--- src/rtl/scs8hd_scan_pkg.sv ---
// scs8hd_scan_pkg: shared FSM states, chain constants and masked-NAND helper
package scs8hd_scan_pkg;

    localparam int MAX_N = 16;
    localparam int SCAN_CHAIN_EXTRA = 1;

    typedef enum logic [1:0] {
        FUNC  = 2'd0,
        SHIFT = 2'd1,
        HOLD  = 2'd2
    } scan_state_e;

    // Unused upper lanes must be padded with vec=1, mask=0 so they do not affect the AND.
    function automatic logic nand_masked(input logic [MAX_N-1:0] vec, input logic [MAX_N-1:0] mask);
        return ~&(vec ^ mask);
    endfunction

endpackage

--- src/rtl/scs8hd_pg_gate.sv ---
// scs8hd_pg_gate: forces outputs to X while power pins are not good (SC_USE_PG_PIN_EN only)
module scs8hd_pg_gate (
    input  logic y_in,
    input  logic scq_in,
    input  logic vld_in,
    input  logic vpwr,
    input  logic vgnd,
    output logic y,
    output logic scq,
    output logic vld
);

    logic pg_ok;

    // Outputs are only trustworthy with vpwr solidly high and vgnd solidly low.
    always_comb begin
        pg_ok = (vpwr === 1'b1) && (vgnd === 1'b0);
        y     = pg_ok ? y_in   : 1'bx;
        scq   = pg_ok ? scq_in : 1'bx;
        vld   = pg_ok ? vld_in : 1'bx;
    end

endmodule

--- src/rtl/scs8hd_nandn_scan_reg.sv ---
// scs8hd_nandn_scan_reg: registered masked N-input NAND with scan chain; optional power pins via SC_USE_PG_PIN_EN
module scs8hd_nandn_scan_reg
    import scs8hd_scan_pkg::*;
#(
    parameter int N = 4,
    parameter logic [N-1:0] INV_MASK = N'(4'b0011)
) (
    input  logic         CLK,
    input  logic         RESET,
    input  logic [N-1:0] A,
    input  logic         DE,
    input  logic         SCE,
    input  logic         SCD,
    output logic         Y,
    output logic         VLD,
    output logic         SCQ,
`ifdef SC_USE_PG_PIN_EN
    input  logic         vpwr,
    input  logic         vgnd,
    input  logic         vpb,
    input  logic         vnb,
`endif
    output logic         SCAN_FULL
);

    localparam int CNT_W = $clog2(N + 2);
    localparam logic [CNT_W-1:0] CNT_MAX = CNT_W'(N + SCAN_CHAIN_EXTRA);

    scan_state_e      state_q, state_d;
    logic [N-1:0]     in_reg, in_d;
    logic             in_vld, iv_d;
    logic             y_reg, y_d;
    logic             vld_reg, v_d;
    logic [CNT_W-1:0] cnt, cnt_d;
    logic [MAX_N-1:0] vec, msk;

    // Next-state and datapath: scan shift wins over everything but reset; SHIFT drops into a one-cycle HOLD.
    always_comb begin
        state_d = state_q;
        in_d    = in_reg;
        iv_d    = in_vld;
        y_d     = y_reg;
        v_d     = vld_reg;
        cnt_d   = cnt;
        vec     = {MAX_N{1'b1}};
        vec[N-1:0] = in_reg;
        msk     = '0;
        msk[N-1:0] = INV_MASK;
        if (SCE) begin
            state_d = SHIFT;
            in_d    = {in_reg[N-2:0], SCD};
            y_d     = in_reg[N-1];
            iv_d    = 1'b0;
            v_d     = 1'b0;
            cnt_d   = (cnt == CNT_MAX) ? cnt : cnt + 1'b1;
        end else if (state_q == SHIFT) begin
            state_d = HOLD;
            cnt_d   = '0;
            iv_d    = 1'b1;
            v_d     = 1'b0;
        end else begin
            state_d = FUNC;
            in_d    = DE ? A : in_reg;
            iv_d    = DE;
            y_d     = nand_masked(vec, msk);
            v_d     = in_vld;
        end
    end

    // State, chain and counter registers with synchronous reset.
    always_ff @(posedge CLK) begin
        if (RESET) begin
            state_q <= FUNC;
            in_reg  <= '0;
            in_vld  <= 1'b0;
            y_reg   <= 1'b1;
            vld_reg <= 1'b0;
            cnt     <= '0;
        end else begin
            state_q <= state_d;
            in_reg  <= in_d;
            in_vld  <= iv_d;
            y_reg   <= y_d;
            vld_reg <= v_d;
            cnt     <= cnt_d;
        end
    end

    assign SCAN_FULL = (cnt == CNT_MAX);

`ifdef SC_USE_PG_PIN_EN
    logic unused_pg;
    assign unused_pg = vpb ^ vnb;

    scs8hd_pg_gate u_pg (
        .y_in   (y_reg),
        .scq_in (y_reg),
        .vld_in (vld_reg),
        .vpwr   (vpwr),
        .vgnd   (vgnd),
        .y      (Y),
        .scq    (SCQ),
        .vld    (VLD)
    );
`else
    assign Y   = y_reg;
    assign SCQ = y_reg;
    assign VLD = vld_reg;
`endif

endmodule
--- config.mk ---
export PLATFORM = sky130hd
export DESIGN_NAME = scs8hd_nandn_scan_reg
export DESIGN_NICKNAME = d
export VERILOG_FILES = /design/src/rtl/scs8hd_scan_pkg.sv /design/src/rtl/scs8hd_pg_gate.sv /design/src/rtl/scs8hd_nandn_scan_reg.sv
export SDC_FILE = /design/constraint.sdc
export NUM_CORES = 1
export LEC_CHECK = 0
export CELL_PAD_IN_SITES_DETAIL_PLACEMENT = 0
export CELL_PAD_IN_SITES_GLOBAL_PLACEMENT = 1
export CORE_AREA = 5 5 42 44
export DETAILED_ROUTE_END_ITERATION = 8
export DIE_AREA = 0 0 47 49
export DONT_BUFFER_PORTS = 1
export MAX_ROUTING_LAYER = met4
export PLACE_DENSITY_LB_ADDON = 0.1
export SYNTH_ARGS = -nofsm -noshare
export SYNTH_HDL_FRONTEND = slang
export SYNTH_HIERARCHICAL = 1
export SYNTH_SLANG_ARGS = --single-unit
--- constraint.sdc ---
create_clock -name CLK -period 1.79 [get_ports CLK]
set_input_delay 0.179 -clock CLK [delete_from_list [all_inputs] [get_ports CLK]]
set_output_delay 0.179 -clock CLK [all_outputs]
set_load 0.02 [all_outputs]
==> metrics.yaml <==
status:
  status: "finished clean"
grt:
  grt_usage: 0.123
  grt_overflow: 0
  antenna_found_initial: 0
  grt_pass1_wl_um: 1980
  grt_max_degree: 19
  first_global_vias: 463
power_and_ir_drop:
  leakagePower_nw: 0.231
  power_density_nw_per_um2: 931
  ir_drop_v: 0.000404
  power.total_mw: 0.568
timing:
  slew_viol_final: 0
  finClkSkew_ns: 0.00526
  fmax_ghz: 0.777
  relSlewSlack: 0.725
  hold_ws_ns: 0.0127
  min_period_over_period: 0.719
  rsz0062_at_grt: "no"
  post-route-min-period_ns: 1.29
  fin_ws_ns: 0.503
  setup_viol_count_final: 0
  worstMarginPinSlew_ns: 0.412
  hold_viol_final: 0
  fin_tns_setup_ns: 0
logic_synthesis:
  postSynthCellCount: 57
  syn_area_per_cell_um2: 10.1
  seq_area_frac_synth: 0.418
  synth_warnings: 6
  synth_area_leader_cell: "dfxtp_1"
  synth_nets: 68
  yosys-top-cells-area: "dfxtp_1 (42%), a211oi_1 (10%), mux2i_1 (7.0%)"
  synth_top_area_share: 0.418
  synth_cell_types: 24
  syn_area_um2: 574
  ys_seq_elements: 12
cells_and_area:
  fin_area_um2: 609
  nets: 70
  syn_to_final_growth_pct: 6.10
  final_cells: 74
  final_common_cell: "dfxtp_1"
  largest_reg_flops: 4
  layout-drive-gt1-share: 0.121
  mostFrequentLayoutCells: "dfxtp_1 (12), a211oi_1 (8), mux2i_1 (4), a21oi_1 (4)"
  diodes: 0
  postLayoutCoreUtil: 0.435
floorplanning:
  die_area_um2: 2300
  die_h_um: 49
  rows: 14
  die_x_um: 47
  ios: 13
  start_util: 0.410
  core_um2: 1400
worst_setup_path:
  start_kind: "flip-flop"
  slowest_delay_ns: 0.36
  cp_cell_sequence: "inv_1 > ha_1 > and2_1"
  cp.arrival_ns: 1.11
  crit_type: "reg -> out"
  r2r_start: "cnt[1]$_SDFFE_PP0P_"
  worstReg2RegEnd: "cnt[1]$_SDFFE_PP0P_"
  worstPathMaxFanout: 3
  r2r_slack_ns: 0.54
  end_kind: "primary output"
  crit_slowest_cell: "dfxtp_1"
  critical_path_required_ns: 1.61
  reg2reg_depth: 5
detailed_routing:
  via_per_inst: 5.78
  totalWireLength_um: 1150
  drc: 0
  initialDrtViolationCount: 4
  first_pass_iters: 4
  vias: 428
  postRouteAntennaNets: 0
  wire_per_inst_um: 15.5
clock_tree:
  clk_pin_slew_ns: 0.08
  clk_path_buf_depth: 2
  cts_tree: "built"
  clk_latency_ns: 0.27
  root_buffer: "clkbuf_4"
  cts_num_sinks: 12
  htreeDepth: 1
  postCtsSetupRepairBufs: 0
  cts_buffers: 3
flow_run:
  drv_cap: 0
min_path:
  min_path_type: "in -> reg"
  hold_depth: 2
  worstHoldStart: "RESET"
  worst_hold_path.endpoint: "SCQ$_SDFFE_PP1P_"
placed_design:
  dp_cells: 68
  post-dp-hpwl_um: 781
  gp_congestion: 0.716
  port_buffers: 0
  placed_cell_area_um2: 553
  pre_cts_slack_ns: 0.562
## per-layer routing
layer | track usage | wire length, um | vias up | part of all wire
li1 | - | - | 210 | -
met1 | 0.131 | 470 | 207 | 0.41
met2 | 0.195 | 615 | 9 | 0.54
met3 | 0.0590 | 53 | 2 | 0.046
met4 | 0.0415 | 9 | 0 | 0.0078
met5 | - | 0 | - | 0
## cell families (layout without fill, tap and decap cells)
family                     after synthesis  count (layout)  share of synthesized area
muxes                                    4               4                     0.0697
adders and majority gates                2               2                     0.0436
AOI/OAI and AO/OA                       17              17                      0.209
and+or+nand+nor                         16              16                      0.181
DFF                                     12              12                      0.418
buffers and inverters                    6               7                     0.0784
## Yosys cell counts, drive strengths merged
cell     n
ha       2
nor2     3
nor3     2
mux2i    4
dfxtp   12
clkbuf   1
nand2    1
a21bo    1
or2      2
a21oi    4
o211ai   2
and4b    1
buf      4
a211oi   8
and2     1
a21o     1
o31ai    1
nor2b    1
nand2b   1
and2b    1
nor4b    1
inv      1
nor4     2
## timing repair
| action | in CTS | in global routing |
|---|---|---|
| hold buffers | 2 | 0 |
| endpoints found under the hold margin | 12 | 0 |
| gates resized for setup | 0 | 0 |
## critical path: cells and delay by family (launching register included)
kind / cells / cell delay, ns
DFF: 1 / 0.36
adders and majority gates: 1 / 0.19
buffers and inverters: 1 / 0.05
and+or+nand+nor: 1 / 0.23
## area by class of cell
type                            count  area (um2)
Tap cell                           16        20.0
Timing Repair Buffer                2        20.0
Sequential cell                    12         240
Clock buffer                        4        36.3
Inverter                            1        3.75
Multi-Input combinational cell     39         289
Fill cell                         152         792
## worst max-delay path by stage
stage                              from             endpoint  slack [ns]  cells past startpoint
CTS                 cnt[1]$_SDFFE_PP0P_            SCAN_FULL        0.49                      3
global route        cnt[0]$_SDFFE_PP0P_            SCAN_FULL        0.45                      2
finish              cnt[1]$_SDFFE_PP0P_            SCAN_FULL        0.50                      3
detailed placement  cnt[1]$_SDFFE_PP0P_  cnt[1]$_SDFFE_PP0P_        0.56                      5
global placement    cnt[1]$_SDFFE_PP0P_  cnt[1]$_SDFFE_PP0P_        0.63                      5
floorplan           cnt[1]$_SDFFE_PP0P_  cnt[1]$_SDFFE_PP0P_        0.65                      5
## power by group
group	switching (mW)	internal, mW	leakage (nW)
Sequential	0.0169	0.283	0.0990
Combinational	0.0258	0.0277	0.111
Clock	0.0904	0.124	0.0210
(Power assumes the default switching activity.)
